`config.mk`:
```
export PLATFORM = sky130hd
export DESIGN_NAME = bp_me_bedrock_reg_timer
export DESIGN_NICKNAME = d
export VERILOG_FILES = /design/src/rtl/bp_me_bedrock_reg_timer.sv
export SDC_FILE = /design/constraint.sdc
export NUM_CORES = 1
export LEC_CHECK = 0
export CAP_MARGIN = 15
export CORE_MARGIN = 3
export CORE_UTILIZATION = 60
export CTS_CLUSTER_SIZE = 16
export DETAILED_ROUTE_END_ITERATION = 8
export DONT_BUFFER_PORTS = 1
export PLACE_DENSITY = 0.76
export SYNTH_ARGS = -nofsm -noshare
export SYNTH_HDL_FRONTEND = slang
export SYNTH_SLANG_ARGS = --single-unit
```
`constraint.sdc`:
```
create_clock -name clk_i -period 2.8 [get_ports clk_i]
set_input_delay 0.28 -clock clk_i [delete_from_list [all_inputs] [get_ports clk_i]]
set_output_delay 0.28 -clock clk_i [all_outputs]
set_load 0.1 [all_outputs]
```
`src/rtl/bp_me_bedrock_reg_timer.sv`:
```
// rtl/bp_me_bedrock_reg_timer.sv - machine timer register bank (mtime, mtimecmp, ctrl, W1C status); option macro BP_ME_REG_TIMER_PRESCALE_EN
module bp_me_bedrock_reg_timer
  #(parameter int els_p            = 4
   ,parameter int reg_width_p      = 64
   ,parameter int paddr_width_p    = 40
   ,parameter int reg_addr_width_p = paddr_width_p
   ,localparam int lg_reg_width_lp = 2
   )
  (input  logic                                 clk_i
  ,input  logic                                 reset_n_i
  ,input  logic [els_p-1:0]                     r_v_i
  ,input  logic [els_p-1:0]                     w_v_i
  ,input  logic [reg_addr_width_p-1:0]          addr_i
  ,input  logic [lg_reg_width_lp-1:0]           size_i
  ,input  logic [reg_width_p-1:0]               data_i
  ,output logic [els_p-1:0][reg_width_p-1:0]    data_o
  ,output logic                                 timer_irq_o
  );

`ifdef BP_ME_REG_TIMER_PRESCALE_EN
  localparam logic [reg_width_p-1:0] ctrl_mask_lp = 64'h0000_0000_0000_FF03;
`else
  localparam logic [reg_width_p-1:0] ctrl_mask_lp = 64'h0000_0000_0000_0003;
`endif

  logic [reg_width_p-1:0] mtime_r, mtimecmp_r, ctrl_r;
  logic                   pending_r, irq_r;

  logic [2:0]             offset;
  logic [7:0]             byte_mask;
  logic [reg_width_p-1:0] bit_mask, wdata_shifted;
  logic [reg_width_p-1:0] mtime_merged, mtimecmp_merged, ctrl_merged;
  logic                   status_clr, hit, tick, count_en, irq_en;
  logic [els_p-1:0][reg_width_p-1:0] reg_view;

  assign count_en = ctrl_r[0];
  assign irq_en   = ctrl_r[1];
  assign hit      = (mtime_r >= mtimecmp_r);

  // Byte-lane mask and lane-aligned write data; misaligned offsets are aligned down to the access size
  always_comb begin
    offset    = 3'b000;
    byte_mask = 8'h00;
    bit_mask  = '0;
    unique case (size_i)
      2'd0:    begin offset = addr_i[2:0];             byte_mask = 8'h01; end
      2'd1:    begin offset = {addr_i[2:1], 1'b0};     byte_mask = 8'h03; end
      2'd2:    begin offset = {addr_i[2], 2'b00};      byte_mask = 8'h0F; end
      default: begin offset = 3'b000;                  byte_mask = 8'hFF; end
    endcase
    byte_mask = byte_mask << offset;
    for (int b = 0; b < 8; b++) begin
      bit_mask[b*8 +: 8] = {8{byte_mask[b]}};
    end
    wdata_shifted = data_i << {offset, 3'b000};
  end

  assign mtime_merged    = (mtime_r    & ~bit_mask) | (wdata_shifted & bit_mask);
  assign mtimecmp_merged = (mtimecmp_r & ~bit_mask) | (wdata_shifted & bit_mask);
  assign ctrl_merged     = ((ctrl_r    & ~bit_mask) | (wdata_shifted & bit_mask)) & ctrl_mask_lp;
  assign status_clr      = w_v_i[3] & bit_mask[0] & wdata_shifted[0];

  // Read views of every register as seen before this cycle's update
  always_comb begin
    reg_view    = '0;
    reg_view[0] = mtime_r;
    reg_view[1] = mtimecmp_r;
    reg_view[2] = ctrl_r;
    reg_view[3] = {{(reg_width_p-1){1'b0}}, pending_r};
  end

`ifdef BP_ME_REG_TIMER_PRESCALE_EN
  logic [7:0] pscnt_r;
  assign tick = (pscnt_r == ctrl_r[15:8]);

  // Prescale counter: 0..prescale while counting, restarted by any ctrl write
  always_ff @(posedge clk_i) begin
    if (!reset_n_i || w_v_i[2])
      pscnt_r <= 8'd0;
    else if (count_en)
      pscnt_r <= tick ? 8'd0 : pscnt_r + 8'd1;
  end
`else
  assign tick = 1'b1;
`endif

  // mtime: a write takes precedence over the increment in the same cycle
  always_ff @(posedge clk_i) begin
    if (!reset_n_i)
      mtime_r <= '0;
    else if (w_v_i[0])
      mtime_r <= mtime_merged;
    else if (count_en && tick)
      mtime_r <= mtime_r + 64'd1;
  end

  // mtimecmp, ctrl and sticky pending; a compare hit overrides a concurrent clear
  always_ff @(posedge clk_i) begin
    if (!reset_n_i) begin
      mtimecmp_r <= '1;
      ctrl_r     <= '0;
      pending_r  <= 1'b0;
      irq_r      <= 1'b0;
    end else begin
      if (w_v_i[1]) mtimecmp_r <= mtimecmp_merged;
      if (w_v_i[2]) ctrl_r     <= ctrl_merged;
      pending_r <= hit | (pending_r & ~status_clr);
      irq_r     <= pending_r & irq_en;
    end
  end

  // Read data latches the pre-update value and holds until the next read of that register
  always_ff @(posedge clk_i) begin
    if (!reset_n_i)
      data_o <= '0;
    else
      for (int i = 0; i < els_p; i++)
        if (r_v_i[i]) data_o[i] <= reg_view[i];
  end

  assign timer_irq_o = irq_r;

  a_r_onehot: assert property (@(posedge clk_i) disable iff (!reset_n_i) $onehot0(r_v_i));
  a_w_onehot: assert property (@(posedge clk_i) disable iff (!reset_n_i) $onehot0(w_v_i));

endmodule

```
==> results_dict.tcl <==
set metrics [dict create \
    htreeDepth 1 \
    die_area_um2 26800 \
    start_util_pct 61.1 \
    hold_violations 0 \
    required_ns 3.27 \
    worst-path-buf-inv 1 \
    grt_max_degree 137 \
    setup-tns-final_ns 0 \
    die_w_um 164 \
    insertion_delay_ns 0.55 \
    wl_met1_um 18900 \
    synth_top_area_share_pct 35.3 \
    grt-ovfl-total 0 \
    top_level_ports 373 \
    clockBufferDepth 3 \
    drt-initial-drc-count 1690 \
    synthToLayoutAreaGrowth_pct 14.7 \
    grtUsageTotal_pct 34.3 \
    grt_pass1_vias 12700 \
    outcome "finished clean" \
    start_kind "register" \
    fmax_mhz 382 \
    final_area_um2 17100 \
    fin_skew_ns 0.0211 \
    synth_ff_type "dfxtp_1" \
    coreArea_um2 24400 \
    gp_congestion 1.00 \
    slew_headroom_pct 31.5 \
    ctsRootBufferMaster "clkbuf_16" \
    cts.sinks 263 \
    clk_pin_slew_ns 0.06 \
    syn-instance-count 1827 \
    max_cap_violations 0 \
    finalSetupViolCount 0 \
    cts_made_buffers 28 \
    grt_pass1_wl_um 72700 \
    cts_tree "done" \
    drc 0 \
    vias 13900 \
    rsz0062_at_grt "no" \
    ys_seq_elements 263 \
    vdd_drop_max_uv 486 \
    routed_wl_um 48000 \
    antenna_found_initial 7 \
    synth-async-reset-ratio_pct 0 \
    hold_slack_ns 0.0164 \
    dr_wl_met2_um 21300 \
    crit_family "simple AND/OR/NAND/NOR gates" \
    post-route-period-util_pct 93.5 \
    place_area_um2 15800 \
    cp_slowest_cell "or4_1" \
    numPortBuffers 0 \
    final_util_pct 70.1 \
    drive_gt1_share_pct 12.7 \
    total_power_mw 11.4 \
    power_leakage_nw 8.14 \
    end_kind "register" \
    synth.distinct_cells 73 \
    post-dp-hpwl_um 34500 \
    worst_pin_slew_ns 1.02 \
    wl_per_cell_um 20.8 \
    synth.area.top_cells "dfxtp_1 35%, mux2i_1 12%, buf_4 6.3%" \
    hp-class "input pin to register" \
    synth_area_um2 14900 \
    path_cells "and3_1, nand4_1, or4_1, nor4_2, buf_4, nand2_1, o31a_1, o22ai_1" \
    viasPerCell 6.02 \
    cp_data_arrival_time_ns 3.09 \
    highest_layer "met5" \
    antenna_left 0 \
    synth_edf_count 0 \
    met3_length_um 5710 \
    yosys.area.top_type "dfxtp_1" \
    critPathMaxStageDelay_ns 0.61 \
    die_h_um 164 \
    ys_warn_count 0 \
    drtPass1Iterations 8 \
    rows 57 \
    slew_violations 0 \
    p_per_area_nw_per_um2 665 \
    fin_nets 2137 \
    post_cts_resized 0 \
    crit_type "register to register" \
    crit_path_max_fanout 6 \
    yosysSeqAreaShare_pct 35.3 \
    syn_avg_cell_area_um2 8.16 \
    period_minus_slack_ns 2.62 \
]
[metal layers]
metal | global-route usage, % | up-vias
met5 | 0 | -
met4 | 12.1 | 6
met3 | 8.09 | 134
met2 | 54.6 | 775
met1 | 45.7 | 6518
li1 | - | 6456
[placed cells by master, fill, tap and decap left out, types with 6 or more instances in the layout]
| cell type | instances |
|---|---|
| dlygate4sd3_1 | 21 |
| nor2_1 | 227 |
| buf_4 | 174 |
| o21ai_1 | 17 |
| nand2b_1 | 10 |
| clkbuf_8 | 9 |
| nor4_1 | 8 |
| xnor2_1 | 11 |
| nand4_1 | 31 |
| and3_1 | 11 |
| o211ai_1 | 48 |
| a311oi_1 | 7 |
| nor2b_1 | 18 |
| o31ai_1 | 6 |
| o22ai_1 | 6 |
| dfxtp_1 | 263 |
| o21ai_0 | 64 |
| conb_1 | 125 |
| nand3_1 | 73 |
| and4_1 | 6 |
| or4_1 | 10 |
| inv_1 | 74 |
| a31oi_1 | 13 |
| mux2i_1 | 180 |
| nand2_1 | 198 |
| o21a_1 | 9 |
| ha_1 | 65 |
| nor3_1 | 21 |
| a211oi_1 | 32 |
| a21oi_1 | 90 |
| a221oi_1 | 7 |
| a21o_1 | 12 |
| clkbuf_16 | 29 |
[synthesized netlist by cell type, types with 9 or more instances]
| master | number |
|---|---|
| a211oi_1 | 32 |
| a21o_1 | 12 |
| a21oi_1 | 91 |
| a31oi_1 | 13 |
| and3_1 | 11 |
| buf_1 | 13 |
| buf_4 | 125 |
| clkbuf_1 | 79 |
| dfxtp_1 | 263 |
| ha_1 | 65 |
| inv_1 | 75 |
| mux2i_1 | 180 |
| nand2_1 | 198 |
| nand2b_1 | 10 |
| nand3_1 | 73 |
| nand4_1 | 31 |
| nor2_1 | 228 |
| nor2b_1 | 18 |
| nor3_1 | 21 |
| o211ai_1 | 48 |
| o21a_1 | 9 |
| o21ai_0 | 64 |
| o21ai_1 | 17 |
| or4_1 | 10 |
| xnor2_1 | 11 |
[kinds of logic after synthesis]
| family | after synthesis | synth area share (%) |
|---|---|---|
| compound gates | 356 | 15.5 |
| xor+xnor | 16 | 0.940 |
| fa+ha+maj | 65 | 5.46 |
| buf+inv | 301 | 10.8 |
| flops | 263 | 35.3 |
| mux | 185 | 12.6 |
| other cells | 1 | 0.0252 |
| simple gates | 640 | 19.4 |
[final cells by class]
class	count	area [um2]
Multi-Input combinational cell	1387	8520
Fill cell	1923	7290
Sequential cell	263	5270
Timing Repair Buffer	200	1640
Clock buffer	42	865
Tap cell	324	405
Inverter	76	288
Clock inverter	10	110
Antenna cell	4	10.0
[through the flow]
step / setup WS, ns / std cells
floorplan: 0.383 / 1951
global placement: 0.259 / 2226
detailed placement: 0.213 / 2226
CTS: 0.204 / 2302
global route: 0.0210 / 2305
finish: 0.181 / 2306
[final timing paths]
kind | start | end | slack, ns | depth (start not counted)
worst min-delay path | w_v_i[0] | register | 0.02 | 2
worst max register to register | register | register | 0.18 | 8
worst max-delay path | register | register | 0.18 | 8
worst min register to register | register | register | 0.49 | 2
[power breakdown]
group,switching [mW],internal (mW),total [mW]
clock network,1.55,2.31,3.86
logic,2.34,0.720,3.06
registers,0.424,4.02,4.44
total,4.32,7.05,11.4
[what timing repair did]
item	4_1_cts	5_1_grt
hold endpoints to repair	227	0
setup buffers	0	0
hold buffers	24	0
Power figures use the tool's default switching activity.
